<file path="src/rtl/bram_arbiter_pkg.sv">
// Shared definitions for the two-requester BRAM arbiter: requester count
// and controller state encoding.
package bram_arbiter_pkg;

   localparam int N_REQ = 2;

   typedef enum logic {
      ST_INIT = 1'b0,   // zero-filling the external BRAM
      ST_RUN  = 1'b1    // arbitrating requester traffic
   } state_t;

endpackage

</file>
<file path="src/rtl/rr_arbiter2.sv">
// Two-way round-robin arbiter. The grant is combinational from i_valid and
// the priority pointer; the pointer moves only when something is granted.
module rr_arbiter2
   import bram_arbiter_pkg::*;
(
   input  logic             clk,
   input  logic             rst_n,
   input  logic             i_enable,
   input  logic [N_REQ-1:0] i_valid,
   output logic [N_REQ-1:0] o_grant
);

   logic             r_prio_1;   // 1: requester 1 wins a tie, 0: requester 0 wins
   logic [N_REQ-1:0] w_grant;

   // Grant selection: a sole requester wins outright, a tie goes to the pointer.
   // NOTE: assigning a default first in always_comb keeps every path driven, so no latch is inferred.
   always_comb begin
      w_grant = '0;
      if (i_enable) begin
         if (&i_valid) begin
            w_grant = r_prio_1 ? 2'b10 : 2'b01;
         end else begin
            w_grant = i_valid;
         end
      end
   end

   assign o_grant = w_grant;

   // Pointer update: after serving requester 0, favour requester 1, and vice versa.
   // NOTE: state registers use non-blocking assignments so every flop samples pre-edge values.
   always_ff @(posedge clk or negedge rst_n) begin
      if (!rst_n) begin
         r_prio_1 <= 1'b0;
      end else if (|w_grant) begin
         r_prio_1 <= w_grant[0];
      end
   end

endmodule

</file>
<file path="src/rtl/bram_arbiter.sv">
// Two-requester front end for an external single-port synchronous BRAM.
// After reset the memory is optionally zero-filled (INIT), then requests
// are granted one per cycle in round-robin order (RUN). Each transfer gets
// a one-cycle completion pulse carrying the BRAM read data.
module bram_arbiter
   import bram_arbiter_pkg::*;
#(
   parameter int DATA_WIDTH     = 8,
   parameter int ADDR_WIDTH     = 10,
   parameter bit CLEAR_ON_RESET = 1'b1
) (
   input  logic                      clk,
   input  logic                      rst_n,
   input  logic [N_REQ-1:0]          req_valid,
   output logic [N_REQ-1:0]          req_ready,
   input  logic [N_REQ-1:0]          req_we,
   input  logic [N_REQ*ADDR_WIDTH-1:0] req_addr,
   input  logic [N_REQ*DATA_WIDTH-1:0] req_wdata,
   output logic [N_REQ-1:0]          rsp_valid,
   output logic [DATA_WIDTH-1:0]     rsp_rdata,
   output logic                      mem_we,
   output logic [ADDR_WIDTH-1:0]     mem_addr,
   output logic [DATA_WIDTH-1:0]     mem_din,
   input  logic [DATA_WIDTH-1:0]     mem_dout,
   output logic                      init_done
);

   localparam state_t                RESET_STATE = CLEAR_ON_RESET ? ST_INIT : ST_RUN;
   localparam logic [ADDR_WIDTH-1:0] LAST_ADDR   = '1;

   state_t                r_state;
   logic [ADDR_WIDTH-1:0] r_init_addr;
   logic [N_REQ-1:0]      r_rsp_valid;

   logic                  w_init;
   logic                  w_run;
   logic [N_REQ-1:0]      w_grant;
   logic                  w_sel;

   // rst_n gates the qualifiers directly so that asserting reset silences
   // ready, mem_we and init_done at once, even when reset lands in RUN.
   assign w_init = rst_n && (r_state == ST_INIT);
   assign w_run  = rst_n && (r_state == ST_RUN);

   rr_arbiter2 u_rr_arbiter2 (
      .clk      (clk),
      .rst_n    (rst_n),
      .i_enable (w_run),
      .i_valid  (req_valid),
      .o_grant  (w_grant)
   );

   assign w_sel     = w_grant[1];
   assign req_ready = w_grant;
   assign init_done = w_run;
   assign rsp_valid = r_rsp_valid;
   assign rsp_rdata = mem_dout;

   // BRAM port mux: the zero-fill sweep in INIT, the granted requester in RUN.
   always_comb begin
      mem_we   = 1'b0;
      mem_addr = req_addr[0 +: ADDR_WIDTH];
      mem_din  = req_wdata[0 +: DATA_WIDTH];
      if (w_init) begin
         mem_we   = 1'b1;
         mem_addr = r_init_addr;
         mem_din  = '0;
      end else if (|w_grant) begin
         mem_we   = w_sel ? req_we[1] : req_we[0];
         mem_addr = req_addr[(w_sel ? ADDR_WIDTH : 0) +: ADDR_WIDTH];
         mem_din  = req_wdata[(w_sel ? DATA_WIDTH : 0) +: DATA_WIDTH];
      end
   end

   // Controller FSM: zero-fill sweep, RUN hand-over and response pulse pipeline.
   // NOTE: the memory array is external and has no reset; clearing it is done by the INIT sweep instead.
   always_ff @(posedge clk or negedge rst_n) begin
      if (!rst_n) begin
         r_state     <= RESET_STATE;
         r_init_addr <= '0;
         r_rsp_valid <= '0;
      end else begin
         r_rsp_valid <= w_grant;
         if (r_state == ST_INIT) begin
            r_init_addr <= r_init_addr + 1'b1;
            if (r_init_addr == LAST_ADDR) begin
               r_state <= ST_RUN;
            end
         end
      end
   end

endmodule
</file>
<file path="config.mk">
export PLATFORM = sky130hd
export DESIGN_NAME = bram_arbiter
export DESIGN_NICKNAME = d
export VERILOG_FILES = /design/src/rtl/bram_arbiter_pkg.sv /design/src/rtl/rr_arbiter2.sv /design/src/rtl/bram_arbiter.sv
export SDC_FILE = /design/constraint.sdc
export NUM_CORES = 1
export LEC_CHECK = 0
export ABC_CLOCK_PERIOD_IN_PS = 2400
export BUFFER_PORTS_ARGS = -buffer_cell sky130_fd_sc_hd__buf_4
export CORE_ASPECT_RATIO = 1.25
export CORE_MARGIN = 10
export CORE_UTILIZATION = 38
export DETAILED_ROUTE_END_ITERATION = 6
export PLACE_DENSITY = 0.78
export REMOVE_ABC_BUFFERS = 1
export SETUP_SLACK_MARGIN = 0.5
export SLEW_MARGIN = 40
export SYNTH_ARGS = -nofsm -noshare
export SYNTH_HDL_FRONTEND = slang
export SYNTH_HIERARCHICAL = 1
export SYNTH_SLANG_ARGS = --single-unit
export TNS_END_PERCENT = 30
</file>
<file path="constraint.sdc">
create_clock -name clk -period 2.4 [get_ports clk]
set_input_delay 0.36 -clock clk [delete_from_list [all_inputs] [get_ports clk]]
set_output_delay 0.36 -clock clk [all_outputs]
set_load 0.1 [all_outputs]
</file>
Yosys cells after proc, flatten, opt, wreduce, memory -nomap -nowiden
Index checks and enable logic that the tools add are counted.

Equal/unequal tests: 1. $mul: 0. Div/mod/pow operators: 0. Order comparisons: 0. Reductions and logical operators: 4. Shifts and indexed selects: 2. Bitwise gates (word level): 1. Multiplexer cells: 14. $add $sub $neg: 1.

Operators with widths (number): 10-bit two-way mux (2); 20-bit by 5-bit indexed part select with 10-bit output (1); 8-bit two-way mux (2); 16-bit by 5-bit indexed part select with 8-bit output (1); 10-bit by 1-bit adder with 10-bit output, second input constant (1); 10-bit == test, second input constant (1); 4-bit two-way mux (2); 2-bit two-way mux (3); 1-bit two-way mux (5); 1-bit logical AND (2); 2-bit AND reduction (1); 2-bit OR reduction (1); 1-bit NOT (1).

Bits in latches: 0. Register bits: 14. Output and inout bits: 32. Input bits: 50. Memory bits (writable): 0. Logic and storage cells: 27. Memories: 0. ROM bits: 0.

Longest topological paths before layout
Word-level depth: 7. Mapped depth: 6. Mapped depth without buffers: 5.

Modules after synthesis
The synthesis kept the hierarchy.

By module, submodules not included: bram_arbiter (sequential area each 325.3 sq um, cells each 104, instances 1, area an instance 937.1 sq um); rr_arbiter2 (sequential area each 25.0 sq um, cells each 8, instances 1, area an instance 61.3 sq um).

Least setup slack after synthesis
OpenSTA, ideal clock, no wires.

Path kind: register to output. Start: register r_state. End: output mem_addr[0]. Slack: -3.257 ns. Buffers on the path: 1. Data required time: 2.040 ns. Arrival time: 5.297 ns. Stages on the path, launching flop included: 7. Cells stage by stage: dfrtp_1 and2_2 nand2_1 a21oi_1 buf_2 mux2i_1 o21ai_0.

Longest elaborated chain between the ends: 6. Elaborated cells on any way between the ends: 9. Classes of those cells: shift (1); mux (4); bitwise (1); reduce/logical (3).

RTL lines: start: declaration (RTL line bram_arbiter.sv:31) `state_t r_state;`; start signal: assignment (RTL line bram_arbiter.sv:79) `r_state <= RESET_STATE;`; start signal: assignment (RTL line bram_arbiter.sv:87) `r_state <= ST_RUN;`; 1-bit logical AND (*) (RTL line bram_arbiter.sv:43) `assign w_run = rst_n && (r_state == ST_RUN);`; net init_done (RTL line bram_arbiter.sv:25) `output logic init_done`; 2-bit two-way mux (*) (RTL line rr_arbiter2.sv:20) `if (i_enable) begin`; net req_ready[1] (RTL line bram_arbiter.sv:15) `output logic [N_REQ-1:0] req_ready,`; 4-bit two-way mux (RTL line bram_arbiter.sv:70) `mem_addr = req_addr[(w_sel ? ADDR_WIDTH : 0) +: ADDR_WIDTH];`; 20-bit by 5-bit indexed part select with 10-bit output (RTL line bram_arbiter.sv:70); 10-bit two-way mux (*) (RTL line bram_arbiter.sv:68) `end else if (|w_grant) begin`; 10-bit two-way mux (*) (RTL line bram_arbiter.sv:64) `if (w_init) begin`; end: declaration (RTL line bram_arbiter.sv:22) `output logic [ADDR_WIDTH-1:0] mem_addr,`.

Mark *: on every way through the listed nets, which the timed path passes. The rest lies on a longest branch.

Final worst setup path
Start: register r_state. End: output mem_din[2].

Longest elaborated chain between the ends: 6. Elaborated cells on any way between the ends: 9. Classes of those cells: shift (1); mux (4); bitwise (1); reduce/logical (3).

RTL lines: 1-bit logical AND (RTL line bram_arbiter.sv:43); 2-bit two-way mux (RTL line rr_arbiter2.sv:20); 4-bit two-way mux (RTL line bram_arbiter.sv:71) `mem_din = req_wdata[(w_sel ? DATA_WIDTH : 0) +: DATA_WIDTH];`; 16-bit by 5-bit indexed part select with 8-bit output (RTL line bram_arbiter.sv:71); 8-bit two-way mux (RTL line bram_arbiter.sv:68); 8-bit two-way mux (*) (RTL line bram_arbiter.sv:64); end: declaration (RTL line bram_arbiter.sv:23) `output logic [DATA_WIDTH-1:0] mem_din,`.

Mark *: on every way between the ends. The rest lies on a longest branch, timed or not.

==> impl_metrics.tcl <==
set metrics [dict create \
    die_h_um 77.3 \
    p_sw_share_pct 37.1 \
    htreeDepth 1 \
    tritoncts "built" \
    clockRootBuffer "clkbuf_4" \
    avgRoutedWirePerCell_um 15.8 \
    fin_skew_ns 0.00136 \
    fin_util_pct 65.6 \
    drv_cap 0 \
    powerDensity_mw_per_mm2 405 \
    tightest_slew_ns 0.323 \
    postSynthCellCount 112 \
    syn_to_final_growth_pct 62.7 \
    finalHoldViolCount 0 \
    power_switching_mw 0.244 \
    crit_path_start_kind "flip-flop" \
    io_buffers 65 \
    path_clk_slew_ns 0.08 \
    end_kind "primary output" \
    p_int_mw 0.414 \
    numCtsBuffers 3 \
    totalWireLength_um 3290 \
    fillers 203 \
    grt_max_degree 30 \
    power_frac_comb_pct 39.3 \
    drt-initial-drc-count 60 \
    netlist_area_um2 998 \
    place_hpwl_um 2520 \
    synth_area_per_cell_um2 8.91 \
    crit_path_top_delay_cell "dfrtp_2" \
    holdWs_ns 0.0279 \
    dp_slack_ns 0.316 \
    hold_path.class "input pin to async pin" \
    initial_core_util_pct 40.3 \
    clock.fmax_ghz 0.475 \
    cts.sinks 14 \
    maxUsedRoutingLayer "met4" \
    drive_above_1_share_pct 48.0 \
    synth_cell_type_count 27 \
    yosysWarnings 6 \
    place.gp.congestion 0.816 \
    slew_violations 0 \
    fp.dieW_um 65.8 \
    cpPeakStageDelay_ns 0.38 \
    critPathBufInv 2 \
    met2_length_um 1610 \
    vias 1028 \
    via_per_inst 4.94 \
    grt_usage_pct 11.8 \
    firstDrtPassIters 4 \
    final_nets 227 \
    antenna_found_initial 0 \
    cp_cell_sequence "and2_4 > nand2_4 > a21oi_4 > buf_4 > mux2i_1 > nor2_1 > buf_6" \
    synth-seq-cells 14 \
    clkLatencyLatePin_ns 0.27 \
    cts.path.max_buffers 2 \
    p_seq_share_pct 35.8 \
    clkPwrFrac_pct 24.9 \
    worstPathRequired_ns 2.04 \
    maxSlewHeadroom_pct 78.5 \
    setup_ws_ns 0.294 \
    period_share_pct 87.8 \
    ff2ff_setup_slack_ns 0.95 \
    overflow 0 \
    finalSetupViolations 0 \
    ir_worst_vdd_uv 361 \
    outcome "complete, no violations" \
    synth_seq_area_share_pct 35.1 \
    worst-setup-path-type "flip-flop to primary output" \
    rsz0062_at_grt "yes" \
    io_pins 82 \
    finalPower_mw 0.658 \
    worst-path-max-fanout 7 \
    antenna_cells 0 \
    dieArea_mm2 0.00509 \
    cp_top_family "buffers and inverters" \
    final.min_clock_period_ns 2.11 \
    antenna_left 0 \
    core_mm2 0.00248 \
    drc_errors 0 \
    p_leak_nw 0.738 \
    rows 20 \
    worstPathArrival_ns 1.75 \
    grt_first_pass_wirelength_um 4930 \
    first_global_vias 1049 \
    m1WireLength_um 1290 \
    dr_wl_met3_um 361 \
]
==> logic make-up after synthesis <==
logic type	Yosys count	share of synthesized area (%)
adders and majority gates	1	1.25
muxes	19	19.2
xor gates and xnor gates	9	7.90
buffers and inverters	16	10.0
AOI/OAI and AO/OA	16	8.65
and+or+nand+nor	37	17.9
DFF	14	35.1
==> metrics by stage <==
step | instance area, um2 | setup TNS (ns) | cells
global route | 1620 | 0 | 208
CTS | 1610 | 0 | 208
global placement | 1470 | 0 | 200
detailed placement | 1470 | 0 | 200
finish | 1620 | 0 | 208
floorplan | 910 | -78.22 | 99
==> routing by layer <==
metal  GRT usage, %  vias up
met2           19.9       57
met3           4.94        2
met4           3.86        0
met5              0        -
li1               -      498
met1           12.8      471
==> power groups by stage <==
| stage | Clock [mW] | Combinational [mW] | Sequential, mW |
|---|---|---|---|
| finish | 0.164 | 0.259 | 0.236 |
| global route | 0.179 | 0.269 | 0.236 |
| CTS | 0.171 | 0.258 | 0.236 |
| detailed placement | 0 | 0.242 | 0.240 |
| global placement | 0 | 0.238 | 0.240 |
| floorplan | 0 | 0.151 | 0.240 |
==> Yosys cell counts <==
cell	count	area [um2]
clkbuf_1	2	7.51
nor3_1	1	5.00
nand4_1	1	6.26
buf_2	2	10.0
a21oi_2	1	8.76
mux2_2	1	11.3
nand4b_1	1	8.76
xnor2_1	7	61.3
and3b_1	1	8.76
nand4_2	1	12.5
xor2_1	2	17.5
mux2i_1	18	180
o31ai_1	1	7.51
inv_1	3	11.3
ha_1	1	12.5
and2_2	1	7.51
o21ai_0	11	55.1
dfrtp_1	14	350
nor2_1	10	37.5
buf_6	1	11.3
nand3_1	1	5.00
a21oi_1	3	15.0
and3_1	1	6.26
or3b_1	1	8.76
buf_4	8	60.1
and2b_2	1	8.76
nand2_1	17	63.8
==> final cells by class <==
type	instances	area, um2	share of cell area (%)
repair buffers	72	611	37.6
flip-flops and latches	14	352	21.6
clock buffers	4	36.3	2.23
inverters	3	11.3	0.693
well taps	33	41.3	2.54
multi-input cells	82	573	35.3
==> sequential cells by signal, indices dropped and copies added (netlist names) <==
name and flops:
r_state 1, u_rr_arbiter2/r_prio_1 1, rsp_valid 2, r_init_addr 10
==> cell usage in the layout (no fill, tap or decap), types with 2 or more instances in the layout <==
cell type | netlist | routed
xor2_1 | 2 | 2
inv_1 | 3 | 3
clkbuf_4 | 0 | 3
nand2_1 | 17 | 16
buf_4 | 8 | 53
nor2_1 | 10 | 10
mux2i_1 | 18 | 18
a21oi_2 | 1 | 2
buf_6 | 1 | 18
xnor2_1 | 7 | 7
o21ai_1 | 0 | 10
dfrtp_1 | 14 | 13
==> timing repair <==
item,4_1_cts,5_1_grt
pin swaps,2,0
setup buffers,2,0
resized for setup,33,3
hold buffers,1,0
cloned,1,0
setup endpoints to repair,21,21
hold endpoints to repair,3,0
==> final timing paths <==
check / depth (start not counted) / endpoint / from
max reg2reg: 4 / r_init_addr[8] / r_init_addr[0]
min reg2reg: 1 / r_init_addr[8] / r_init_addr[8]
max in group asynchronous: 2 / u_rr_arbiter2/r_prio_1 / rst_n
min: 2 / r_init_addr[8] / rst_n
min in group clk: 2 / rsp_valid[0] / req_valid[1]
max: 7 / mem_din[2] / r_state
Power figures use the tool's default switching activity.
